## config.mk

```make
export PLATFORM = sky130hd
export DESIGN_NAME = sr04_controller
export DESIGN_NICKNAME = d
export VERILOG_FILES = /design/src/rtl/sr04_controller.sv
export SDC_FILE = /design/constraint.sdc
export NUM_CORES = 1
export LEC_CHECK = 0
export CAP_MARGIN = 5
export CORE_MARGIN = 5
export CORE_UTILIZATION = 55
export DETAILED_ROUTE_END_ITERATION = 8
export PLACE_DENSITY_LB_ADDON = 0.12
export SETUP_SLACK_MARGIN = 0.3
export SLEW_MARGIN = 20
export SYNTH_ARGS = -nofsm -noshare
export SYNTH_HDL_FRONTEND = slang
export SYNTH_SLANG_ARGS = --single-unit
```

## constraint.sdc

```tcl
create_clock -name clk -period 6.9 [get_ports clk]
set_input_delay 0.69 -clock clk [delete_from_list [all_inputs] [get_ports clk]]
set_output_delay 0.69 -clock clk [all_outputs]
set_load 0.005 [all_outputs]
```

## src/rtl/sr04_controller.sv

```systemverilog
// HC-SR04 ultrasonic ranging controller.
// Issues a trigger pulse, times the echo-high interval in microseconds and
// converts it to whole centimetres (saturating at MAX_CM). A one-cycle
// sr04_done pulse marks a fresh dist_data. timeout_err pulses when no echo
// arrives in time. A cooldown gap separates consecutive measurements.
`timescale 1ns/1ps

module sr04_controller #(
  parameter int CLK_PER_US  = 100,
  parameter int TRIG_US     = 10,
  parameter int US_PER_CM   = 58,
  parameter int MAX_CM      = 400,
  parameter int TIMEOUT_US  = 30000,
  parameter int COOLDOWN_US = 60000
) (
  input  logic       clk,
  input  logic       rst,
  input  logic       start,
  input  logic       echo,
  output logic       trig,
  output logic [8:0] dist_data,
  output logic       sr04_done,
  output logic       timeout_err,
  output logic       busy
);

  // Microsecond counter must hold the longest per-state limit.
  localparam int MAX_US_A = (TIMEOUT_US > COOLDOWN_US) ? TIMEOUT_US : COOLDOWN_US;
  localparam int MAX_US   = (MAX_US_A > TRIG_US) ? MAX_US_A : TRIG_US;
  localparam int US_W     = $clog2(MAX_US + 1);
  localparam int PS_W     = $clog2(CLK_PER_US + 1);
  localparam int FR_W     = $clog2(US_PER_CM + 1);

  typedef enum logic [2:0] {
    IDLE,
    TRIG,
    WAIT_ECHO,
    MEAS,
    DONE,
    COOLDOWN
  } state_t;

  state_t          state, state_next;
  logic [PS_W-1:0] presc;
  logic [US_W-1:0] us_cnt;
  logic [US_W-1:0] us_limit;
  logic            us_tick;
  logic            at_limit;
  logic            echo_s1, echo_s2, echo_s3;
  logic            rise, fall;
  logic [FR_W-1:0] frac;
  logic [8:0]      cm;

  assign us_tick  = (presc == PS_W'(CLK_PER_US - 1));
  assign at_limit = us_tick && (us_cnt == us_limit);
  assign rise     = echo_s2 & ~echo_s3;
  assign fall     = ~echo_s2 & echo_s3;
  assign busy     = (state != IDLE);

  // State register.
  // NOTE: every clocked block uses non-blocking assignments so all flops
  // update together from the values present before the edge.
  always_ff @(posedge clk or posedge rst) begin
    if (rst) state <= IDLE;
    else     state <= state_next;
  end

  // Next-state logic and the microsecond limit of the current state.
  // NOTE: defaults are assigned first so no path leaves a signal unassigned,
  // which would otherwise infer a latch.
  always_comb begin
    state_next = state;
    us_limit   = '0;
    case (state)
      IDLE: begin
        if (start) state_next = TRIG;
      end
      TRIG: begin
        us_limit = US_W'(TRIG_US - 1);
        if (at_limit) state_next = WAIT_ECHO;
      end
      WAIT_ECHO: begin
        us_limit = US_W'(TIMEOUT_US - 1);
        // A rise in the expiry cycle still counts as an echo.
        if (rise)          state_next = MEAS;
        else if (at_limit) state_next = COOLDOWN;
      end
      MEAS: begin
        us_limit = US_W'(TIMEOUT_US - 1);
        if (fall || at_limit) state_next = DONE;
      end
      DONE: begin
        state_next = COOLDOWN;
      end
      COOLDOWN: begin
        us_limit = US_W'(COOLDOWN_US - 1);
        if (at_limit) state_next = IDLE;
      end
      default: state_next = IDLE;
    endcase
  end

  // Prescaler and per-state microsecond count, realigned on every state change.
  always_ff @(posedge clk or posedge rst) begin
    if (rst) begin
      presc  <= '0;
      us_cnt <= '0;
    end else if (state_next != state) begin
      presc  <= '0;
      us_cnt <= '0;
    end else if (us_tick) begin
      presc  <= '0;
      us_cnt <= us_cnt + US_W'(1);
    end else begin
      presc  <= presc + PS_W'(1);
    end
  end

  // Echo synchroniser plus one delay stage for edge detection.
  always_ff @(posedge clk or posedge rst) begin
    if (rst) begin
      echo_s1 <= 1'b0;
      echo_s2 <= 1'b0;
      echo_s3 <= 1'b0;
    end else begin
      echo_s1 <= echo;
      echo_s2 <= echo_s1;
      echo_s3 <= echo_s2;
    end
  end

  // Echo-width to centimetre conversion; an echo-high timeout forces MAX_CM.
  always_ff @(posedge clk or posedge rst) begin
    if (rst) begin
      frac <= '0;
      cm   <= '0;
    end else if (state != MEAS && state_next == MEAS) begin
      frac <= '0;
      cm   <= '0;
    end else if (state == MEAS) begin
      if (at_limit) begin
        cm <= 9'(MAX_CM);
      end else if (us_tick) begin
        if (frac == FR_W'(US_PER_CM - 1)) begin
          frac <= '0;
          if (cm < 9'(MAX_CM)) cm <= cm + 9'd1;
        end else begin
          frac <= frac + FR_W'(1);
        end
      end
    end
  end

  // Registered outputs: trigger, result capture and the two status pulses.
  always_ff @(posedge clk or posedge rst) begin
    if (rst) begin
      trig        <= 1'b0;
      dist_data   <= '0;
      sr04_done   <= 1'b0;
      timeout_err <= 1'b0;
    end else begin
      trig        <= (state_next == TRIG);
      sr04_done   <= (state == DONE);
      timeout_err <= (state == WAIT_ECHO) && !rise && at_limit;
      if (state == DONE) dist_data <= cm;
    end
  end

endmodule

```

==> results by group, run 1 <==
Status
  – Status: complete, no violations

Timing
  – Max Clock Freq: 0.267 GHz
  – Final worst slack: 3.15 ns
  – Setup TNS Final: 0 ns
  – Worst-margin pin slew: 1.08 ns
  – Slew Limit Fails: 0
  – Slew margin rel.: 27.9%
  – Final hold violation count: 0
  – # setup viols final: 0
  – Worst Skew: 0.0122 ns
  – RSZ-0062 raised after global routing: no
  – Tmin final: 3.75 ns
  – Crit share post-route: 54.3%

Global route
  – Pin count of the biggest net entering global routing: 57
  – Tot GR Track Use: 17.4%
  – M2 GR Usage: between 20% and 30%
  – Congestion Overflow GR: 0
  – Vias in the first global route: around 2,200
  – GR peak layer: met2
  – First-pass GRT wire length: 10,100 um
  – Initial antenna violation count: 0
  – Met1 Use GR: 24.8%
  – Global-route met3 utilization: 3.27%

Worst setup path
  – R2r setup slk: 3.15 ns
  – CP peak stage delay: 0.92 ns
  – CP Launch Type: register
  – Slowest-stage cell, CP: o221ai_2
  – CP Cell Sequence: nor2b_1 > or4_1 > a222oi_1 > nand3_1 > o221ai_2 > a2111oi_0
  – Crit-path max FO: 24
  – Setup CP Type: reg -> reg
  – Required @ worst endpoint: 7.03 ns
  – Setup crit end kind: register
  – Worst Path Arrival: just under 4 ns

Clocking
  – Skew-Pair Late Insertion Delay: 0.31 ns
  – H-tree depth: 2
  – CTS clk-pin slew, worst paths: around 0.10 ns
  – Buffer depth of the longest clock path: 2
  – CTS resizes: 0
  – CTS tree: yes
  – Root buffer cell: clkbuf_8
  – Hold buffer count at CTS: 0
  – Sink Count: 56
  – # Post-CTS Setup Buffers: 0
  – TritonCTS Buffers: 5

Detailed routing
  – Initial DRT Pass Iterations: 6
  – DRC viols: 0
  – Vias per cell: 5.84
  – Via count: 2,209
  – Starting DRT DRC Count: 120
  – Detail Route Antenna Nets: 0
  – WL/cell: 15.2 um
  – Routed wire length: 5730 um

Pwr
  – Internal: roughly 410 uW
  – Sw Ratio: a little over a fifth
  – VDD IR-drop max: 0.0000950 V
  – Clk pwr share: a little over a third
  – Pwr per Cell Area: 160 mW/mm2
  – Sequential share of power: 63.1%
  – Combinational share of power: 1.9%
  – Psw: 109 uW
  – Static Leak: 1.28 nW

Synth
  – Gate Count Post-Synth: slightly below 300
  – Mapped Nets: 304
  – Ys Warns: 0
  – Synth Flop Type: dfrtp_1
  – Sequential area share after synthesis: 47.5%
  – Area of the mapped netlist: 0.00295 mm2
  – Post-synth EDFFs: 0
  – Avg Inst Size Synth: 10.0 um2
  – Area contributors post-synth: dfrtp_1 47%, a211oi_1 5.6%, mux2_2 3.4%
  – Async SR Flop Fraction: 100%
  – Cell taking the most area after synthesis: dfrtp_1
  – Yosys reg bits: 56
  – Yosys top cell area share: a little under half
  – Synth unique cells: 46

Placement
  – Final GP Congestion: 0.801
  – I/O Buffers: 16
  – Post-DP HPWL: between 3000 and 4000 um
  – Worst slack at placement: 3.19 ns

Die
  – Ports: 17
  – Die area: just under 0.007 mm2
  – Core area: slightly above 0.005 mm2
  – Site Rows: 26
  – Die W: between 80 and 90 um
  – Initial Util: 57.0%
  – Die height: 83.2 um

Finish
  – ANT cells: 0
  – Final Core Density: 63.1%
  – # nets final: roughly 320
  – FF+latch area: 0.00140 mm2
  – Area Growth Syn to Fin: 10.6%
  – Multi-input logic area: 0.00148 mm2
  – Share of cells above drive strength 1: 8.44%
  – # fillers: around 420

Flow run
  – # Max-Cap Violations: 0

Hold path
  – HP Class: reg -> reg
==> final cells by class <==
class	instances	share of cell area (%)
Multi-Input combinational cell	221	45.4
Sequential cell	56	42.9
Timing Repair Buffer	19	5.60
Tap cell	70	2.68
Clock buffer	7	2.65
Inverter	4	0.460
Clock inverter	1	0.230
==> flip-flops by register name, summed over array words and instances (netlist names) <==
signal,count
trig,1
state,3
sr04_done,1
us_cnt,16
timeout_err,1
dist_data,9
frac,6
cm,9
presc,7
echo_s2,1
echo_s3,1
echo_s1,1
==> power groups by stage <==
stage	sequential, mW	combinational (mW)	clock [mW]
global route	0.330	0.0119	0.205
CTS	0.329	0.0106	0.189
detailed placement	0.336	0.0106	0
finish	0.329	0.0101	0.183
floorplan	0.336	0.00629	0
global placement	0.336	0.0108	0
==> Yosys cell counts (5+ instances only) <==
cell      instances
xor2_1           10
and2_1            6
dfrtp_1          56
a211oi_1         22
nand2b_1          6
nor3b_1           7
nand3_1          12
nand4_1           6
and3_1            5
o21ai_0          15
or3_1             6
mux2_2            9
nor2_1           22
nor2b_1           6
xnor2_1          10
ha_1              5
nand2_1          23
clkbuf_1          8
a21oi_1          11
==> metrics by stage <==
step                      instances  power (mW)  area, um2  hold slack, ns
final                           378       0.522       3260           0.359
after floorplan                 295       0.342       2950           0.331
after global placement          370       0.347       3170           0.333
after detailed placement        370       0.346       3170           0.344
after global routing            378       0.546       3260           0.391
after CTS                       378       0.529       3260           0.366
==> layout by cell type (no fill, tap or decap), types with 2 or more instances in the layout <==
cell type         n
dfrtp_1          56
nand2_1          23
nor2_1           22
a211oi_1         22
clkdlybuf4s50_1  16
o21ai_0          15
nand3_1          12
a21oi_1          11
xor2_1           10
xnor2_1          10
mux2_2            9
nor3b_1           7
nor2b_1           6
and2_1            6
or3_1             6
nand4_1           6
nand2b_1          6
clkbuf_8          6
and3_1            5
ha_1              5
and4_1            4
or4_1             4
nor4_1            3
inv_1             3
a2111oi_0         3
buf_4             3
mux2i_1           2
o211ai_1          2
nor3_1            2
o2bb2ai_1         2
o211a_1           2
==> logic make-up after synthesis <==
group	Yosys count	synth area share, %
xor+xnor	20	5.94
simple gates	117	21.5
flops	56	47.5
compound gates	68	16.4
fa+ha+maj	5	2.12
buf+inv	18	2.46
mux	11	4.11
==> worst max-delay path: cells and delay by family, from the launching register on <==
kind,cells,cell delay [ns]
AOI/OAI and AO/OA,3,1.94
and+or+nand+nor,3,1.11
DFF,1,0.50
==> per-layer routing <==
| metal | vias to the layer above | wire length, um |
|---|---|---|
| met5 | - | 0 |
| met4 | 0 | 63 |
| met3 | 6 | 99 |
| met2 | 19 | 2650 |
| met1 | 1076 | 2920 |
| li1 | 1108 | - |
==> path summary, 6_finish.rpt <==
check	from	to	depth (start not counted)
min reg2reg	echo_s1	echo_s2	0
max	state[1]	presc[6]	6
max in group asynchronous	rst	presc[2]	3
max reg2reg	state[1]	presc[6]	6
min in group asynchronous	rst	us_cnt[4]	3
min	echo_s1	echo_s2	0
No activity file was read; power rests on OpenSTA's default activity.
==> run 2, diff against run 1 <==
Clock period 6.9 ns to 3.9 ns, I/O delays scaled along.
==> run 2 against run 1 <==
Compared with the run above:
- global-route usage grew 0.91 points
- critical path depth grew 1
- worst setup slack lost 2.3 ns
- count of clock-buffer cells in the layout shrank 2
- non-clock buffer count grew 3
- die area is the same
- maximum frequency grew 22%
- critical endpoint is now presc[5]
- largest cell class unchanged
==> results by group, run 2 (synthesis results as in run 1) <==
Status
  – Status: complete, no violations

Pwr
  – Final Power: 914 uW (+75%)
  – Pwr per Cell Area: 279 mW/mm2 (+74%)
  – Static Leak: 1.30 nW (+1.4%)
  – VDD IR-drop max: 0.000231 V (+140%)

Detailed routing
  – Via count: 2,264 (+2.5%)
  – Routed wire length: 5870 um (+2.3%)
  – Detail Route Antenna Nets: 0 (unchanged)
  – Starting DRT DRC Count: 145 (+21%)
  – Initial DRT Pass Iterations: 4 (-2)
  – Vias per cell: 5.94 (+1.7%)
  – DRC viols: 0 (unchanged)
  – WL/cell: 15.4 um (+1.5%)

Timing
  – Final worst slack: 0.837 ns (-2.32 ns)
  – Crit share post-route: 78.5% (+24 points)
  – # setup viols final: 0 (unchanged)
  – Worst-margin pin slew: 0.960 ns (-0.122 ns)
  – Tmin final: 3.06 ns (-0.684 ns)
  – RSZ-0062 raised after global routing: no
  – Max Clock Freq: 0.326 GHz (+22%)
  – Slew Limit Fails: 0 (unchanged)
  – Setup TNS Final: 0 ns (unchanged)
  – Slew margin rel.: 35.7% (+7.9 points)
  – Final hold violation count: 0 (unchanged)
  – Worst Skew: 0.00622 ns (-0.00595 ns)

Global route
  – Initial antenna violation count: 0 (unchanged)
  – Pin count of the biggest net entering global routing: 43 (-25%)
  – First-pass GRT wire length: 10,600 um (+5.0%)
  – Tot GR Track Use: 18.3% (+0.91 points)
  – Vias in the first global route: 2,222 (+3.2%)
  – Congestion Overflow GR: 0 (unchanged)

Worst setup path
  – Worst Path Arrival: 3.25 ns (-0.62 ns)
  – CP peak stage delay: 0.63 ns (-0.29 ns)
  – CP Cell Sequence: nor2b_1 > mux2i_1 > a2111oi_2 > and4_1 > o221ai_2 > buf_4 > a2111oi_0
  – CP Launch Type: register
  – R2R depth: 7 (+1)
  – Crit-path max FO: 24 (unchanged)
  – Required @ worst endpoint: 4.09 ns (-2.94 ns)
  – Setup CP Type: reg -> reg
  – Stages on the worst setup path: 7 (+1)
  – Slowest-stage cell, CP: a2111oi_2
  – Setup crit end kind: register
  – Worst path top cell family by delay: compound AO/OA/AOI/OAI gates
  – WP buf/inv: 1 (+1)

Clocking
  – Sink Count: 56 (unchanged)
  – Buffer depth of the longest clock path: 2 (unchanged)
  – CTS clk-pin slew, worst paths: 0.10 ns (about the same)
  – Skew-Pair Late Insertion Delay: 0.31 ns (about the same)
  – H-tree depth: 2 (unchanged)
  – CTS tree: yes
  – Hold buffer count at CTS: 0 (unchanged)
  – Root buffer cell: clkbuf_8
  – TritonCTS Buffers: 5 (unchanged)

Finish
  – ANT cells: 0 (unchanged)
  – Most frequent cells in the layout: 56 x dfrtp_1, 22 x nor2_1, 22 x nand2_1, 22 x a211oi_1, 16 x clkdlybuf4s50_1
  – Top reg by flops: us_cnt
  – Final Core Density: 63.4% (+0.36 points)
  – Largest register FFs: 16 (unchanged)
  – Biggest regs: us_cnt: 16 flops, cm: 9 flops, dist_data: 9 flops
  – # fillers: 421 (+1.4%)
  – Area Growth Syn to Fin: 11.2%
  – # nets final: 319 (+0.95%)
  – Most common cell after layout, fill and taps aside: dfrtp_1
  – Share of cells above drive strength 1: 9.97% (+1.5 points)

Hold path
  – HP Class: reg -> reg
  – Hold depth: 0 (unchanged)

Die
  – Die W: 83.2 um (unchanged)
  – Initial Util: 57.0% (unchanged)
  – Ports: 17 (unchanged)
  – Die area: 0.00693 mm2 (unchanged)
  – Site Rows: 26 (unchanged)
  – Core area: 0.00517 mm2 (unchanged)
  – Die height: 83.2 um (unchanged)

Placement
  – I/O Buffers: 16 (unchanged)
  – Worst slack at placement: 0.555 ns (-2.63 ns)
  – Post-DP HPWL: 3980 um (+6.7%)
  – Final GP Congestion: 0.795 (-0.79%)

Flow run
  – # Max-Cap Violations: 0 (unchanged)
==> run 2: per-layer routing <==
metal	track usage [%]	vias up	routed length, um
li1	-	1114	-
met1	26.2	1098	2880
met2	27.9	46	2670
met3	3.66	6	238
met4	5.94	0	76
met5	0	-	0
==> run 2: power breakdown <==
part | switching (mW) | internal, mW | total (mW) | leakage (nW)
Sequential | 0.000803 | 0.582 | 0.583 | 0.658
Combinational | 0.0132 | 0.00485 | 0.0180 | 0.595
Clock | 0.188 | 0.126 | 0.314 | 0.0479
Total | 0.202 | 0.712 | 0.914 | 1.30
==> run 2: final cells by class <==
type                       count  area (um2)  area share (%)
tap                           70        87.6            2.67
multi-input combinational    221        1490            45.3
clock buffer                   5        68.8            2.10
inverter                       4        15.0           0.457
clock inverter                 3        18.8           0.572
timing repair buffer          22         205            6.25
sequential                    56        1400            42.7
==> run 2: worst reg2reg max path, stage by stage (launching register included) <==
cell,delay [ns]
dfrtp_1,0.54
nor2b_1,0.46
mux2i_1,0.16
a2111oi_2,0.63
and4_1,0.39
o221ai_2,0.11
buf_4,0.23
a2111oi_0,0.42
==> run 2: stage by stage <==
stage | cell area (um2) | instances | hold WS, ns
6_report | 3280 | 381 | 0.356
5_1_grt | 3280 | 381 | 0.395
2_1_floorplan | 2950 | 295 | 0.331
3_5_place_dp | 3180 | 371 | 0.335
4_1_cts | 3260 | 379 | 0.359
3_3_place_gp | 3180 | 371 | 0.334
==> run 2: final timing paths <==
kind,from,end,slack (ns)
min reg2reg,echo_s1,echo_s2,0.36
min,echo_s1,echo_s2,0.36
max reg2reg,state[1],presc[5],0.84
max in group asynchronous,rst,presc[2],2.61
min in group asynchronous,rst,echo_s1,0.56
max,state[1],presc[5],0.84
==> run 2: repair_timing <==
item	in CTS	in global routing
buffers inserted	0	2
setup endpoints to repair	0	20
resized for setup	0	1
==> run 3, diff against run 2 <==
Clock period 3.9 ns to 3 ns, I/O delays scaled along.
==> run 3 against run 2 <==
Compared with the run above:
- clock skew increased by 0.0043 ns
- maximum frequency grew 12%
- critical path depth up 1
- first-iteration DRC count is 22% lower
- core utilization increased by 6.8 points
- cell count is 5.0% higher
- clock power grew 40%
==> results by group, run 3 (synthesis results as in run 1) <==
Clocking
  – Skew-Pair Late Insertion Delay: 0.31 ns (about the same)
  – H-tree depth: 2 (unchanged)
  – Root buffer cell: clkbuf_8
  – CTS tree: yes
  – TritonCTS Buffers: 5 (unchanged)
  – Sink Count: 56 (unchanged)
  – CTS clk-pin slew, worst paths: 0.11 ns (about the same)
  – Buffer depth of the longest clock path: 2 (unchanged)

Timing
  – Final hold violation count: 0 (unchanged)
  – Crit share post-route: 90.9% (+12 points)
  – Worst Skew: 0.0105 ns (+0.00430 ns)
  – Slew Limit Fails: 0 (unchanged)
  – # setup viols final: 0 (unchanged)
  – Tmin final: 2.73 ns (-0.337 ns)
  – Slew margin rel.: 52.0% (+16 points)
  – RSZ-0062 raised after global routing: yes
  – Worst-margin pin slew: 0.721 ns (-0.240 ns)
  – Setup TNS Final: 0 ns (unchanged)
  – Max Clock Freq: 0.367 GHz (+12%)

Die
  – Core area: 0.00517 mm2 (unchanged)
  – Site Rows: 26 (unchanged)
  – Die area: 0.00693 mm2 (unchanged)
  – Initial Util: 57.0% (unchanged)
  – Die W: 83.2 um (unchanged)
  – Die height: 83.2 um (unchanged)
  – Ports: 17 (unchanged)

Detailed routing
  – DRC viols: 0 (unchanged)
  – Detail Route Antenna Nets: 0 (unchanged)
  – Vias per cell: 6.16 (+3.6%)
  – Via count: 2,463 (+8.8%)
  – Starting DRT DRC Count: 113 (-22%)
  – WL/cell: 17.2 um (+11%)
  – Routed wire length: 6860 um (+17%)
  – Initial DRT Pass Iterations: 4 (unchanged)

Global route
  – First-pass GRT wire length: 10,900 um (+2.6%)
  – Initial antenna violation count: 0 (unchanged)
  – Tot GR Track Use: 18.4% (+0.090 points)
  – Pin count of the biggest net entering global routing: 57 (+33%)
  – Vias in the first global route: 2,414 (+8.6%)
  – Congestion Overflow GR: 0 (unchanged)

Worst setup path
  – Crit-path max FO: 8 (-67%)
  – CP Launch Type: register
  – Stages on the worst setup path: 8 (+1)
  – Setup CP Type: reg -> reg
  – WP buf/inv: 2 (+1)
  – R2R depth: 8 (+1)
  – Setup crit end kind: register
  – Required @ worst endpoint: 3.21 ns (-0.88 ns)
  – Slowest-stage cell, CP: a2111oi_4
  – Worst Path Arrival: 2.94 ns (-0.31 ns)
  – Worst path top cell family by delay: simple AND/OR/NAND/NOR gates
  – CP peak stage delay: 0.48 ns (-0.15 ns)
  – CP Cell Sequence: buf_4 > and2_4 > or3_4 > a2111oi_4 > and4_4 > o221ai_4 > buf_6 > a211oi_1

Placement
  – Placed cells: 382 (+3.0%)
  – Final GP Congestion: 0.925 (+16%)
  – Post-DP HPWL: 4170 um (+4.7%)
  – I/O Buffers: 16 (unchanged)

Pwr
  – Clk pwr share: 36.0% (+1.7 points)
  – Internal: 952 uW (+34%)
  – Static Leak: 1.43 nW (+9.7%)
  – Combinational share of power: 2.0% (about the same)
  – Sw Ratio: 22.0% (-0.065 points)
  – Pwr per Cell Area: 336 mW/mm2 (+21%)
  – VDD IR-drop max: 0.000260 V (+13%)
  – Sequential share of power: 62.1% (-1.6 points)
  – Psw: 269 uW (+33%)

Hold path
  – HP Class: reg -> reg
  – Hold depth: 0 (unchanged)

Finish
  – Most common cell after layout, fill and taps aside: dfrtp_1
  – Largest register FFs: 16 (unchanged)
  – Biggest regs: us_cnt: 16 flops, cm: 9 flops, dist_data: 9 flops
  – Share of cells above drive strength 1: 22.1% (+12 points)
  – Most frequent cells in the layout: 56 x dfrtp_1, 22 x nor2_1, 22 x nand2_1, 16 x clkdlybuf4s50_1, 16 x buf_4
  – FF+latch area: 0.00140 mm2 (unchanged)
  – Layout Cells excl Fill: 400 (+5.0%)
  – Multi-input logic area: 0.00167 mm2 (+12%)
  – Area Growth Syn to Fin: 23.2%
  – # fillers: 392 (-6.9%)
  – ANT cells: 0 (unchanged)
  – Top reg by flops: us_cnt
  – # nets final: 338 (+6.0%)

Status
  – Status: complete, no violations

Flow run
  – # Max-Cap Violations: 0 (unchanged)
-- run 3: path summary, 6_finish.rpt --
| path | startpoint | slack, ns | to |
|---|---|---|---|
| setup / recovery | state[2] | 0.27 | us_cnt[8] |
| hold / removal | echo_s1 | 0.38 | echo_s2 |
| setup reg to reg | state[2] | 0.27 | us_cnt[8] |
| hold reg to reg | echo_s1 | 0.38 | echo_s2 |
| max in group asynchronous | rst | 2.01 | us_cnt[9] |
| min in group asynchronous | rst | 0.50 | frac[4] |
-- run 3: area by class of cell --
| cell class | instances | area share [%] |
|---|---|---|
| Tap cell | 70 | 2.41 |
| Sequential cell | 56 | 38.5 |
| Multi-Input combinational cell | 222 | 45.8 |
| Inverter | 4 | 0.413 |
| Clock buffer | 6 | 2.27 |
| Timing Repair Buffer | 40 | 10.2 |
| Clock inverter | 2 | 0.379 |
-- run 3: layer usage --
layer | GRT usage [%] | vias up | part of all wire (%)
li1 | - | 1159 | -
met4 | 5.35 | 0 | 0.86
met5 | 0 | - | 0
met1 | 24.3 | 1238 | 43
met2 | 30.4 | 60 | 51
met3 | 4.06 | 6 | 4.8
-- run 3: power by group through the flow --
stage | combinational [mW] | clock, mW | sequential (mW)
2_1_floorplan | 0.0145 | 0 | 0.772
5_1_grt | 0.0279 | 0.486 | 0.758
4_1_cts | 0.0252 | 0.452 | 0.758
3_5_place_dp | 0.0251 | 0 | 0.773
3_3_place_gp | 0.0251 | 0 | 0.772
6_report | 0.0243 | 0.439 | 0.758
-- run 3: timing repair --
item / 4_1_cts / 5_1_grt
endpoints found under the setup margin: 13 / 31
buffers inserted: 0 / 5
pin swaps: 0 / 7
cloned: 0 / 5
hold buffers: 0 / 0
gates resized for setup: 4 / 46
-- run 3: stage by stage --
stage / util, % / worst slack (ns) / hold slack, ns / power, mW / area [um2]
after floorplan: - / 0.301 / 0.331 / 0.787 / 2960
after global placement: 63.1 / 0.278 / 0.333 / 0.797 / 3260
after detailed placement: 63.1 / 0.189 / 0.359 / 0.798 / 3260
after CTS: 65.4 / 0.323 / 0.384 / 1.23 / 3380
after global routing: 70.3 / 0.145 / 0.383 / 1.27 / 3640
final: 70.3 / 0.274 / 0.383 / 1.22 / 3640
